**config.mk**
```make
export PLATFORM = sky130hd
export DESIGN_NAME = multicycle_control_flat
export DESIGN_NICKNAME = d
export VERILOG_FILES = /design/src/rtl/multicycle_control_if.sv /design/src/rtl/multicycle_control.sv /design/src/flat_wrapper.sv
export SDC_FILE = /design/constraint.sdc
export NUM_CORES = 1
export LEC_CHECK = 0
export ABC_CLOCK_PERIOD_IN_PS = 5800
export CORE_MARGIN = 3
export CORE_UTILIZATION = 49
export DETAILED_ROUTE_END_ITERATION = 6
export PLACE_DENSITY = 0.89
export SYNTH_ARGS = -nofsm -noshare
export SYNTH_HDL_FRONTEND = slang
export SYNTH_SLANG_ARGS = --single-unit
```
**constraint.sdc**
```tcl
create_clock -name clk -period 5.8 [get_ports clk]
set_input_delay 1.16 -clock clk [delete_from_list [all_inputs] [get_ports clk]]
set_output_delay 1.16 -clock clk [all_outputs]
set_load 0.02 [all_outputs]
```
**src/rtl/multicycle_control_if.sv**
```systemverilog
// Bundle between the multicycle sequencer and the LEGv8 datapath/memory port.
// master = sequencer (drives control), slave = datapath side.
interface multicycle_control_if;
    logic [31:0] instruction;
    logic        zeroFlag;
    logic        negFlag;
    logic        overflowFlag;
    logic        memReady;
    logic        pcWrite;
    logic        irWrite;
    logic        memRead;
    logic        memWrite;
    logic        regWrite;
    logic        reg2Loc;
    logic [1:0]  aluSrc;
    logic [2:0]  aluOp;
    logic [1:0]  memToReg;
    logic [1:0]  brTaken;
    logic        flagEn;
    logic        illegal;
    logic [31:0] instrCount;

    modport master (
        input  instruction, zeroFlag, negFlag, overflowFlag, memReady,
        output pcWrite, irWrite, memRead, memWrite, regWrite, reg2Loc,
               aluSrc, aluOp, memToReg, brTaken, flagEn, illegal, instrCount
    );

    modport slave (
        output instruction, zeroFlag, negFlag, overflowFlag, memReady,
        input  pcWrite, irWrite, memRead, memWrite, regWrite, reg2Loc,
               aluSrc, aluOp, memToReg, brTaken, flagEn, illegal, instrCount
    );
endinterface

```
**src/rtl/multicycle_control.sv**
```systemverilog
// LEGv8 multicycle sequencer: FETCH/DECODE/EXEC/MEM/WB over a shared ALU and
// a single ready-handshaked memory port; HALT on an unknown opcode.
module multicycle_control (
    input  logic                        clk,
    input  logic                        reset,
    multicycle_control_if.master        bus
);
    localparam logic [2:0] S_FETCH  = 3'd0;
    localparam logic [2:0] S_DECODE = 3'd1;
    localparam logic [2:0] S_EXEC   = 3'd2;
    localparam logic [2:0] S_MEM    = 3'd3;
    localparam logic [2:0] S_WB     = 3'd4;
    localparam logic [2:0] S_HALT   = 3'd5;

    logic [2:0]  r_state, w_next;
    logic [10:0] r_opcode;
    logic        r_illegal;
    logic [31:0] r_count;

    logic w_addi, w_adds, w_subs, w_b, w_bl, w_blt, w_br, w_cbz, w_ldur, w_stur, w_known;

    always_comb begin
        {w_addi, w_adds, w_subs, w_b, w_bl, w_blt, w_br, w_cbz, w_ldur, w_stur} = '0;
        casez (r_opcode)
            11'b1001000100?: w_addi = 1'b1;
            11'b10101011000: w_adds = 1'b1;
            11'b11101011000: w_subs = 1'b1;
            11'b000101?????: w_b    = 1'b1;
            11'b100101?????: w_bl   = 1'b1;
            11'b01010100???: w_blt  = 1'b1;
            11'b11010110000: w_br   = 1'b1;
            11'b10110100???: w_cbz  = 1'b1;
            11'b11111000010: w_ldur = 1'b1;
            11'b11111000000: w_stur = 1'b1;
            default: ;
        endcase
    end

    assign w_known = |{w_addi, w_adds, w_subs, w_b, w_bl, w_blt, w_br, w_cbz, w_ldur, w_stur};

    logic       w_pc, w_ir, w_mrd, w_mwr, w_rw, w_r2l, w_fe;
    logic [1:0] w_asrc, w_m2r, w_brsel;
    logic [2:0] w_aop;

    // Every retiring path asserts pcWrite exactly once, so w_pc doubles as the retire strobe.
    always_comb begin
        w_next  = r_state;
        w_pc    = 1'b0;
        w_ir    = 1'b0;
        w_mrd   = 1'b0;
        w_mwr   = 1'b0;
        w_rw    = 1'b0;
        w_r2l   = 1'b0;
        w_fe    = 1'b0;
        w_asrc  = 2'b00;
        w_m2r   = 2'b00;
        w_brsel = 2'b00;
        w_aop   = 3'b000;
        case (r_state)
            S_FETCH: begin
                w_mrd = 1'b1;
                if (bus.memReady) begin
                    w_ir   = 1'b1;
                    w_next = S_DECODE;
                end
            end
            S_DECODE: begin
                w_r2l  = w_adds | w_subs;
                w_next = w_known ? S_EXEC : S_HALT;
            end
            S_EXEC: begin
                w_next = S_FETCH;
                if (w_addi) begin
                    w_asrc = 2'b10;
                    w_aop  = 3'b010;
                    w_next = S_WB;
                end
                if (w_adds | w_subs) begin
                    w_aop  = w_subs ? 3'b011 : 3'b010;
                    w_fe   = 1'b1;
                    w_next = S_WB;
                end
                if (w_ldur | w_stur) begin
                    w_asrc = 2'b01;
                    w_aop  = 3'b010;
                    w_next = S_MEM;
                end
                if (w_b | w_bl) begin
                    w_brsel = 2'b01;
                    w_pc    = 1'b1;
                end
                if (w_bl) begin
                    w_m2r = 2'b10;
                    w_rw  = 1'b1;
                end
                if (w_br) begin
                    w_brsel = 2'b10;
                    w_pc    = 1'b1;
                end
                if (w_blt) begin
                    w_brsel = {1'b0, bus.negFlag ^ bus.overflowFlag};
                    w_pc    = 1'b1;
                end
                if (w_cbz) begin
                    w_brsel = {1'b0, bus.zeroFlag};
                    w_pc    = 1'b1;
                end
            end
            S_MEM: begin
                w_asrc = 2'b01;
                w_aop  = 3'b010;
                w_mrd  = w_ldur;
                w_mwr  = w_stur;
                if (bus.memReady) begin
                    if (w_ldur) w_next = S_WB;
                    else begin
                        w_pc   = 1'b1;
                        w_next = S_FETCH;
                    end
                end
            end
            S_WB: begin
                w_rw   = 1'b1;
                w_pc   = 1'b1;
                w_m2r  = w_ldur ? 2'b01 : 2'b00;
                w_next = S_FETCH;
            end
            S_HALT:  w_next = S_HALT;
            default: w_next = S_FETCH;
        endcase
    end

    always_ff @(posedge clk) begin
        if (reset) begin
            r_state   <= S_FETCH;
            r_opcode  <= '0;
            r_illegal <= 1'b0;
            r_count   <= '0;
        end else begin
            r_state <= w_next;
            if (w_ir) r_opcode <= bus.instruction[31:21];
            if (r_state == S_DECODE && !w_known) r_illegal <= 1'b1;
            if (w_pc) r_count <= r_count + 32'd1;
        end
    end

    // Control outputs are held low for as long as reset is asserted.
    assign bus.pcWrite    = w_pc  & ~reset;
    assign bus.irWrite    = w_ir  & ~reset;
    assign bus.memRead    = w_mrd & ~reset;
    assign bus.memWrite   = w_mwr & ~reset;
    assign bus.regWrite   = w_rw  & ~reset;
    assign bus.reg2Loc    = w_r2l & ~reset;
    assign bus.flagEn     = w_fe  & ~reset;
    assign bus.aluSrc     = reset ? 2'b00  : w_asrc;
    assign bus.aluOp      = reset ? 3'b000 : w_aop;
    assign bus.memToReg   = reset ? 2'b00  : w_m2r;
    assign bus.brTaken    = reset ? 2'b00  : w_brsel;
    assign bus.illegal    = r_illegal & ~reset;
    assign bus.instrCount = r_count;
endmodule

```
**src/flat_wrapper.sv**
```systemverilog
// flat-port wrapper written by rule: the top's interface ports become plain ports
module multicycle_control_flat 
  (clk, reset, bus_instruction, bus_zeroFlag, bus_negFlag, bus_overflowFlag, bus_memReady, bus_pcWrite, bus_irWrite, bus_memRead, bus_memWrite, bus_regWrite, bus_reg2Loc, bus_aluSrc, bus_aluOp, bus_memToReg, bus_brTaken, bus_flagEn, bus_illegal, bus_instrCount);
  multicycle_control_if bus_i ();
  input  logic clk;
  input  logic reset;
  input wire logic [$bits(bus_i.instruction)-1:0] bus_instruction;
  input wire logic [$bits(bus_i.zeroFlag)-1:0] bus_zeroFlag;
  input wire logic [$bits(bus_i.negFlag)-1:0] bus_negFlag;
  input wire logic [$bits(bus_i.overflowFlag)-1:0] bus_overflowFlag;
  input wire logic [$bits(bus_i.memReady)-1:0] bus_memReady;
  output wire logic [$bits(bus_i.pcWrite)-1:0] bus_pcWrite;
  output wire logic [$bits(bus_i.irWrite)-1:0] bus_irWrite;
  output wire logic [$bits(bus_i.memRead)-1:0] bus_memRead;
  output wire logic [$bits(bus_i.memWrite)-1:0] bus_memWrite;
  output wire logic [$bits(bus_i.regWrite)-1:0] bus_regWrite;
  output wire logic [$bits(bus_i.reg2Loc)-1:0] bus_reg2Loc;
  output wire logic [$bits(bus_i.aluSrc)-1:0] bus_aluSrc;
  output wire logic [$bits(bus_i.aluOp)-1:0] bus_aluOp;
  output wire logic [$bits(bus_i.memToReg)-1:0] bus_memToReg;
  output wire logic [$bits(bus_i.brTaken)-1:0] bus_brTaken;
  output wire logic [$bits(bus_i.flagEn)-1:0] bus_flagEn;
  output wire logic [$bits(bus_i.illegal)-1:0] bus_illegal;
  output wire logic [$bits(bus_i.instrCount)-1:0] bus_instrCount;
  assign bus_i.instruction = bus_instruction;
  assign bus_i.zeroFlag = bus_zeroFlag;
  assign bus_i.negFlag = bus_negFlag;
  assign bus_i.overflowFlag = bus_overflowFlag;
  assign bus_i.memReady = bus_memReady;
  assign bus_pcWrite = bus_i.pcWrite;
  assign bus_irWrite = bus_i.irWrite;
  assign bus_memRead = bus_i.memRead;
  assign bus_memWrite = bus_i.memWrite;
  assign bus_regWrite = bus_i.regWrite;
  assign bus_reg2Loc = bus_i.reg2Loc;
  assign bus_aluSrc = bus_i.aluSrc;
  assign bus_aluOp = bus_i.aluOp;
  assign bus_memToReg = bus_i.memToReg;
  assign bus_brTaken = bus_i.brTaken;
  assign bus_flagEn = bus_i.flagEn;
  assign bus_illegal = bus_i.illegal;
  assign bus_instrCount = bus_i.instrCount;
  multicycle_control u_core (.clk(clk), .reset(reset), .bus(bus_i));
endmodule
```
==> impl_results.md <==
* FP Rows at 26
* Critical path endpoint category: output pin
* Number of global-route vias before repair at 2443
* Hold Path End: u_core.r_illegal$_SDFFE_PP0P_
* Sum of buffers and inverters on the critical path at 3
* Pin count of the biggest net entering global routing at 43
* Die area at 0.00642 mm²
* Synth area leaders: dfxtp_1 (35%), a21oi_1 (6.1%), nand2_1 (5.9%)
* Starting DRT DRC Count at 306
* CTS buffer count at 5
* Setup TNS at 0 ns
* Commonest non-fill, non-tap cells in the layout: clkdlybuf4s50_1 (63), dfxtp_1 (47), nand2_1 (42), nor2_1 (36), a21oi_1 (33)
* Pwr dens at 178 mW/mm²
* # setup viols final at 0
* Clock root buffer: clkbuf_8
* Biggest cell delay along the critical path at 0.60 ns
* Max-slew headroom at 0.502
* Period Utilization, post-route at 0.745
* Post-synthesis register bit count at 47
* RR Startpoint: u_core.r_opcode[7]$_SDFFE_PP0P_
* DP Worst Slack at 1.51 ns
* Hold Fails Final Rpt at 0
* Worst path top cell family by delay: buffers and inverters
* Synth Cell Area at 0.00269 mm²
* Filler Cell Count at 468
* Pleak at 1.12 nW
* Post-route ant nets at 0
* Commonest non-fill, non-tap cell in the layout: clkdlybuf4s50_1
* GRT Total Usage at 0.226
* DR vias/cell at 5.90
* DPL Wire Length at 4910 µm
* Worst hold margin at 0.475 ns
* FF-to-FF End: u_core.bus.instrCount[22]$_SDFFE_PP0P_
* Count of flip-flops with a built-in enable after synthesis at 0
* Ys async rst share at 0
* Critical path class: input port to output pin
* Register area share after synthesis at 0.350
* Syn Area/Cell at 7.71 µm²
* Post-synthesis net count at 388
* Post-route DRC violation count at 0
* Global-route wire length before repair at 11600 µm
* Skew final at 0.00487 ns
* Worst hold stages at 2
* # nets final at 440
* H-tree depth at 2
* Setup bufs post-CTS at 0
* Min-delay src: u_core.r_illegal$_SDFFE_PP0P_
* Clock sink count at 47
* Slowest CP cell: clkdlybuf4s50_1
* CP Launch Type: input port
* Critical path arrival at 3.16 ns
* Cts hold-fix bufs at 0
* Worst-Margin Slew at 0.747 ns
* Die Ht at 80.1 µm
* Cts repair resizes at 0
* Cell chain of the critical path: clkdlybuf4s50_1 > nand3_1 > a21oi_1 > nor3_2 > buf_4 > nor2_1 > clkdlybuf4s50_1
* Die W at 80.1 µm
* Worst Hold Class: flip-flop to flip-flop
* Reg2Reg Setup Slack at 2.96 ns
* Worst EP required at 4.64 ns
* Via count at 2784
* GRT overflow at 0
* Synth cell types at 57
* Synth warn at 0
* Total Routed Length at 7090 µm
* DRT Pass-1 Iters at 4
* Starting Density at 0.517
* Max_cap viols at 0
* Port bufs at 64
* Routed WL per cell at 15.0 µm
* Core area at 0.00520 mm²
* Worst-path fanout max at 17
* Status: finished, final reports clean
* Antenna Cells at 0
* Area growth syn-to-layout at 27.8%
* TritonCTS clock tree: yes
* Most frequent cell on the critical path: clkdlybuf4s50_1
* Synthesized instance count at 349
* Worst R2R Path Depth at 6
* Synth top area share at 0.350
* Final setup margin at 1.48 ns
* Area leader, netlist: dfxtp_1
* Initial antenna violation count at 0
* Synth Flop Type: dfxtp_1
* Max Fclk at 231 MHz
* Final slew viol count at 0
* Final Wtd Congestion at 0.858
* Min Tclk post-route at 4.32 ns
* Unrepaired setup endpoints after global routing: no
* Layout cell share with drive strength beyond 1 at 0.0622
* # IOs at 87
* Peak VDD IR at 84.4 µV
* CTS Buffer Depth at 2
* Final Util at 0.660
* Clock transition at path regs at 0.08 ns
* Clock Latency Late Sink at 0.30 ns
## how the worst max path moves through the flow
stage / to / cells after the start / startpoint / slack, ns
final: bus_pcWrite / 7 / bus_memReady / 1.48
after global routing: bus_pcWrite / 7 / bus_memReady / 1.37
after CTS: bus_pcWrite / 7 / bus_memReady / 1.48
after detailed placement: bus_pcWrite / 7 / bus_memReady / 1.51
after global placement: bus_pcWrite / 7 / bus_memReady / 1.52
after floorplan: bus_reg2Loc / 3 / reset / 2.37
## routing by layer
metal,part of all wire,track usage,up-vias
li1,-,-,1367
met1,0.44,0.299,1284
met2,0.48,0.371,122
met3,0.068,0.0460,11
met4,0.015,0.0659,0
met5,0,0,-
## state kept, by name (all words and copies together) (netlist names)
register	cells
u_core.bus.instrCount	32
u_core.r_opcode	11
u_core.r_state	3
u_core.r_illegal	1
## power breakdown
part / leakage [nW] / internal [mW] / switching, mW
registers: 0.381 / 0.329 / 0.0111
logic: 0.685 / 0.0260 / 0.0312
clock network: 0.0515 / 0.109 / 0.107
## worst min-delay path: stages, from the launching register on
cell and delay (ns):
dfxtp_1 0.33, a21oi_1 0.04, nor2_1 0.07
## cell families (layout without fill, tap and decap cells)
kind of cell	after synthesis	count (layout)	share of synthesized area
xor gates and xnor gates	17	17	0.0554
and+or+nand+nor	167	167	0.325
adders and majority gates	1	1	0.00465
AOI/OAI and AO/OA	80	80	0.199
muxes	3	3	0.0121
buffers and inverters	33	86	0.0535
DFF	47	47	0.350
other	1	1	0.00139
## area by class of cell
class	count	area, µm²	area share
well taps	70	87.6	0.0255
flip-flops and latches	47	941	0.274
clock buffers	8	100	0.0291
inverters	10	37.5	0.0109
repair buffers	68	666	0.194
multi-input cells	269	1610	0.467
## stage by stage
stage / power (mW) / cell area (µm²) / cells
4_1_cts: 0.618 / 3440 / 472
6_report: 0.613 / 3440 / 472
3_3_place_gp: 0.402 / 3340 / 464
5_1_grt: 0.639 / 3440 / 472
3_5_place_dp: 0.404 / 3340 / 464
2_1_floorplan: 0.382 / 2690 / 349
## cell usage after synthesis, types with 2 or more instances
master,count
nand3_1,15
nand4_1,13
xnor2_1,15
nor3b_1,2
nor4_1,4
a31o_2,5
and4_1,2
clkbuf_1,17
o31ai_1,8
nand4b_1,2
mux2_2,2
a21o_1,3
o41ai_1,2
nor2_1,36
buf_1,2
a31oi_1,9
o21ai_0,6
nand2_1,42
or3_1,2
buf_6,2
nor3_1,8
nand2b_1,3
nor2b_1,10
nor4bb_1,2
inv_1,10
xor2_1,2
or4_1,5
a311oi_1,4
dfxtp_1,47
or4b_1,2
a21oi_1,33
and3_1,8
nand3b_1,2
Note: power is estimated with default switching activity, not from simulation.
